==> src/rtl/serial_sum_deser.sv <==
// Receive side of the bit-serial adder. Collects LSB-first sum bits plus the final
// carry into a parallel {carry, sum} word and presents it on a valid/ready port.
module serial_sum_deser #(
    parameter int WIDTH = 4
) (
    input  logic             clk,
    input  logic             rst,
    input  logic             start,
    input  logic             s_valid,
    input  logic             s_sum,
    input  logic             s_carry,
    output logic [WIDTH:0]   m_data,
    output logic             m_valid,
    input  logic             m_ready,
    output logic             busy,
    output logic             overrun
);

    localparam int CW = $clog2(WIDTH) + 1;
    localparam logic [CW-1:0] LAST = CW'(WIDTH - 1);

    typedef enum logic [1:0] {
        IDLE  = 2'd0,
        SHIFT = 2'd1,
        HOLD  = 2'd2
    } state_t;

    state_t             state;
    logic [CW-1:0]      cnt;
    logic [WIDTH-1:0]   shreg;

    always_ff @(posedge clk) begin
        if (rst) begin
            state   <= IDLE;
            cnt     <= '0;
            shreg   <= '0;
            m_data  <= '0;
            m_valid <= 1'b0;
            busy    <= 1'b0;
            overrun <= 1'b0;
        end else begin
            case (state)
                IDLE: begin
                    if (start) begin
                        state <= SHIFT;
                        busy  <= 1'b1;
                        cnt   <= '0;
                        shreg <= '0;
                    end
                end

                SHIFT: begin
                    if (s_valid) begin
                        for (int unsigned i = 0; i < WIDTH; i++) begin
                            if (cnt == CW'(i)) shreg[i] <= s_sum;
                        end
                        // Last bit goes straight into m_data; shreg is not read back for it.
                        if (cnt == LAST) begin
                            m_data  <= {s_carry, s_sum, shreg[WIDTH-2:0]};
                            m_valid <= 1'b1;
                            busy    <= 1'b0;
                            cnt     <= '0;
                            state   <= HOLD;
                        end else begin
                            cnt <= cnt + CW'(1);
                        end
                    end
                end

                HOLD: begin
                    if (s_valid) overrun <= 1'b1;
                    if (m_ready) begin
                        m_valid <= 1'b0;
                        if (start) begin
                            state <= SHIFT;
                            busy  <= 1'b1;
                            cnt   <= '0;
                            shreg <= '0;
                        end else begin
                            state <= IDLE;
                        end
                    end
                end

                default: begin
                    state   <= IDLE;
                    busy    <= 1'b0;
                    m_valid <= 1'b0;
                end
            endcase
        end
    end

endmodule

==> config.mk <==
export PLATFORM = sky130hd
export DESIGN_NAME = serial_sum_deser
export DESIGN_NICKNAME = d
export VERILOG_FILES = /design/src/rtl/serial_sum_deser.sv
export SDC_FILE = /design/constraint.sdc
export NUM_CORES = 1
export LEC_CHECK = 0
export ABC_AREA = 1
export CAP_MARGIN = 20
export CORE_MARGIN = 4
export CORE_UTILIZATION = 45
export DETAILED_ROUTE_END_ITERATION = 10
export PLACE_DENSITY = 0.73
export SYNTH_ARGS = -nofsm -noshare
export SYNTH_HDL_FRONTEND = slang
export SYNTH_SLANG_ARGS = --single-unit
==> constraint.sdc <==
create_clock -name clk -period 1.2 [get_ports clk]
set_clock_uncertainty 0.05 [all_clocks]
set_input_delay 0.24 -clock clk [delete_from_list [all_inputs] [get_ports clk]]
set_output_delay 0.24 -clock clk [all_outputs]
set_load 0.01 [all_outputs]
Word-level counts from Yosys, hierarchy flattened
Cells that the tools add are included.

cells by class
  add/sub/neg operators = 1
  multipliers = 0
  div/mod/pow operators = 0
  equality and inequality tests = 12
  bitwise gates (word level) = 1
  muxes and demuxes = 28
  reductions and logical operators = 13
  $lt $le $gt $ge = 0
  shifts and indexed selects = 0

operators by type and width
  cell                                            count
  AND reduction 4 bit                             6
  inequality test 2 bit (second input constant)   7
  2-to-1 mux 1 bit                                12
  2-to-1 mux 3 bit                                4
  2-to-1 mux 4 bit                                3
  one-hot mux 4 bit (3 select lines)              1
  one-hot mux 3 bit (3 select lines)              1
  AND reduction 3 bit                             3
  2-to-1 mux 2 bit                                4
  == test 3 x 2 -> 1 bit (second input constant)  2
  one-hot mux 1 bit (3 select lines)              2
  one-hot mux 2 bit (3 select lines)              1
  adder 3 x 1 -> 3 bit (second input constant)    1
  == test 3 x 1 -> 1 bit (second input constant)  1
  logical NOT 3 bit                               1
  nonzero test 3 bit                              1
  == test 2 x 1 -> 1 bit (second input constant)  1
  == test 2 bit (second input constant)           1
  logical NOT 2 bit                               1
  AND reduction 2 bit                             1
  inverter 1 bit                                  1

word-level totals
  ROM bits = 0
  bits in latches = 0
  bits in registers = 17
  memories = 0
  output and inout port bits = 8
  input port bits = 7
  word-level logic and storage cells = 65
  memory bits (writable) = 0

Depth between registers and ports, before layout
  word-level depth = 4
  gate-level depth with buffers = 9
  gate-level depth less buffers = 9

Least setup slack after synthesis
No wires, ideal clock.

  path type = flip-flop to flip-flop
  start = register cnt[0]
  end = register busy
  cell stages (with the launch flop) = 8
  clock period less this slack = 1.160 ns
  required time = 1.080 ns
  data arrival time = 1.040 ns
  library setup time = 0.070 ns
  buffers on the path = 0
  slack = 0.040 ns
  path through = dfxtp_1 ha_1 nand2_1 nand2_1 inv_1 nor2_2 nand2_1 a21oi_1

on the way
  longest elaborated chain between the ends = 3

RTL lines
  item                             RTL line  RTL
  from (decl)                      29        logic [CW-1:0] cnt;
  from (signal assigned)           65        cnt <= cnt + CW'(1);
  == test 3 x 2 -> 1 bit           58        if (cnt == LAST) begin
  inequality test 2 bit (no line)  --
  AND reduction 3 bit (no line)    --
  to (signal assigned)             61        busy <= 1'b0;
  to (signal assigned)             76        busy <= 1'b1;
  to (signal assigned)             87        busy <= 1'b0;
  to (decl)                        15        output logic busy,

Every way passes these cells.
A chain may end at the register's enable or synchronous reset.

Worst setup path after layout
  start = register state[0]
  end = register m_data[4]

on the way
  longest elaborated chain between the ends = 2

RTL lines
  item                           RTL line  RTL
  from (decl)                    28        state_t state;
  from (signal assigned)         34        state <= IDLE;
  from (signal assigned)         45        state <= SHIFT;
  from (signal assigned)         63        state <= HOLD;
  == test 2 x 1 -> 1 bit         42        case (state)
  AND reduction 3 bit (no line)  --
  to (signal assigned)           59        m_data <= {s_carry, s_sum, shreg[WIDTH-2:0]};
  to (decl)                      12        output logic [WIDTH:0] m_data,

Every way passes these cells.

==> results.cfg <==
[power]
vdd.ir_drop.worst_mv = 0.661
p_per_area_nw_per_um2 = 999
cellLeakagePower_nw = 0.516
switching_power_uw = 327
power_mw = 1.12
clkPwrFrac_pct = 24.2
seqPwrFrac_pct = 52.0
p_sw_share_pct = 29.1
comb_power_share_pct = 23.8
internal_power_uw = 797

[yosys]
synth_xor_area_share_pct = 0
synth_top_family_by_area = simple AND/OR/NAND/NOR gates
synth_fa_ha_area_share_pct = 6.15
synth-compound-area-share_pct = 9.54
avgSynthCellArea_um2 = 6.95
synth_fp_nets = 128
synthesis.area_um2 = 813
ys_seq_elements = 16
yosysWarnings = 0
synth.yosys.seq_area_share_pct = 39.4
postSynthCellCount = 117
yosysUniqueCellTypes = 18
synth_area_leaders = dfxtp_1 (39%), nand2_1 (14%), nor2_1 (12%), ha_1 (6.2%), o21ai_0 (4.9%)
muxShareOfSynthArea_pct = 0
synth_top_area_cell = dfxtp_1
yosys.area_share.simple_pct = 37.1
synth_top_area_share_pct = 39.4

[sta]
fin_ws_ps = -27.8
min_period_ps = 1230
fin_crit_sh_pct = 102
slew_violations = 0
rsz0062_at_grt = true
worstMarginPinSlew_ps = 338
fmax_mhz = 814
hold_violations = 0
setup_violations = 2
slew-limit-headroom_pct = 77.5
whs_ps = 397

[cts]
root_buffer = clkbuf_4
numCtsBuffers = 3
cts_buffer_depth = 2
clock_sinks = 16
clk_pin_slew_ps = 90
tritoncts = yes
clock_latency_ps = 280
h-tree-depth = 1

[routing]
dr_total_vias = 781
via_per_inst = 4.70
wire_per_inst_um = 10.4
first_pass_iters = 5
drt-initial-drc-count = 10
totalWireLength_um = 1720
antenna_left = 0
drc = 0

[die]
coreArea_um2 = 1730
initial_utilization_pct = 47.1
placementRows = 15
dieArea_um2 = 2550
io-pin-count = 15
die_h_um = 50.5
die_x_um = 50.5

[grt]
grt_max_degree = 12
grt_pass1_vias = 735
grt_usage_pct = 15.5
antenna_found_initial = 0
grt_pass1_wl_um = 3000
grt-ovfl-total = 0

[layout]
drive_above_1_share_pct = 30.5
fin_nets = 154
area_growth_pct = 38.3
n_antenna_cell = 0

[worst_setup_path]
cp.arrival_ps = 1360
crit_type = register to register
cp_max_fo = 7
r2r_cells = 5
reg2reg_from = state[0]
end_kind = register
startpoint = state[0]
rrSetupSlack_ps = -30
r2r-end = m_data[4]
crit_end = m_data[4]
cp.required_ps = 1330
worstSetupStartpointType = register

[status]
status = finished with violations
violations = negative setup slack

[placed_design]
place_hpwl_um = 1300
place_congestion = 0.805
portBuffers = 14

[hold_path]
worstHoldPathType = register to register

[run]
maxCapViolations = 0
timing repair:
item | in CTS | in global routing
hold endpoints to repair | 0 | 0
pin swaps | 1 | 11
gates resized for setup | 16 | 39
setup buffers | 0 | 2
hold buffers | 0 | 0
endpoints found under the setup margin | 20 | 22
area by class of cell:
type,count,area [µm²]
flip-flops and latches,16,335
inverters,13,58.8
multi-input cells,86,484
fillers,158,602
repair buffers,23,193
clock buffers,3,22.5
well taps,25,31.3
registers in the layout, indices dropped and copies added (netlist names):
name	count
busy	1
cnt	3
m_data	5
m_valid	1
overrun	1
shreg	3
state	2
cells by family (layout without fill, tap and decap cells):
| kind of cell | after synthesis | count (layout) |
|---|---|---|
| flip-flops | 16 | 16 |
| buffers and inverters | 15 | 39 |
| AND/OR/NAND/NOR | 67 | 67 |
| adder cells (fa/ha/maj) | 4 | 4 |
| AO/OA/AOI/OAI | 15 | 15 |
cell usage in the layout (no fill, tap or decap):
cell / instances
clkbuf_4: 3
a21oi_1: 5
a21oi_2: 1
o21ai_1: 6
nor3_1: 1
clkdlybuf4s50_1: 6
nand2_1: 27
inv_4: 4
nor2_4: 2
o21ai_0: 1
clkbuf_2: 3
ha_1: 2
buf_4: 9
inv_1: 7
dfxtp_1: 12
dfxtp_4: 4
nor2_1: 22
o21a_1: 1
nand4_4: 1
ha_4: 2
inv_2: 2
o21ai_2: 1
nand2_2: 6
clkdlybuf4s15_1: 5
nand3_2: 2
nand3_1: 3
nor2_2: 3
synthesized netlist by cell type, drive strengths merged:
library cell and count:
dfxtp 16, buf 1, o21ai 8, ha 4, nand2 33, nand4 1, o21a 1, nor3 1
nand3 5, nor2 27, a21oi 6, inv 13, clkbuf 1
metrics by stage:
stage                     cell area, µm²  setup TNS, ps  worst slack, ps  cells  util, %
after floorplan                      813              0             39.8    117        -
after global placement              1020          -2750             -264    161     59.2
after detailed placement            1020          -2950             -268    161     59.2
after CTS                           1040          -26.8            -15.3    164     60.5
after global routing                1120           -702            -90.7    166     65.1
final                               1120          -28.9            -27.8    166     65.1
layer usage:
layer,track usage [%],share of wire [%],vias to the layer above
met4,8.07,2.3,0
met1,19.1,46,343
met3,3.26,5.3,4
met2,25.0,47,21
met5,0,0,-
li1,-,-,413
power groups by stage:
stage                     Clock [mW]  Sequential (mW)  Combinational [mW]
after detailed placement           0            0.591               0.231
final                          0.272            0.585               0.268
after floorplan                    0            0.589               0.153
after CTS                      0.286            0.581               0.232
after global placement             0            0.591               0.225
after global routing           0.313            0.589               0.308
critical path: stages, from the launching register on:
cell,delay (ps)
dfxtp_4,380
inv_4,40
nor2_4,210
nand4_4,200
o21ai_0,200
nor2_1,50
worst min path at each step:
stage,startpoint,endpoint,slack (ps),depth (start not counted)
6_report,m_valid,m_valid,400,2
5_1_grt,m_valid,m_valid,420,2
4_1_cts,m_valid,m_valid,400,2
3_5_place_dp,m_valid,m_valid,390,2
3_3_place_gp,m_valid,m_valid,380,2
2_1_floorplan,rst,busy,260,1
Note: power is estimated with default switching activity, not from simulation.
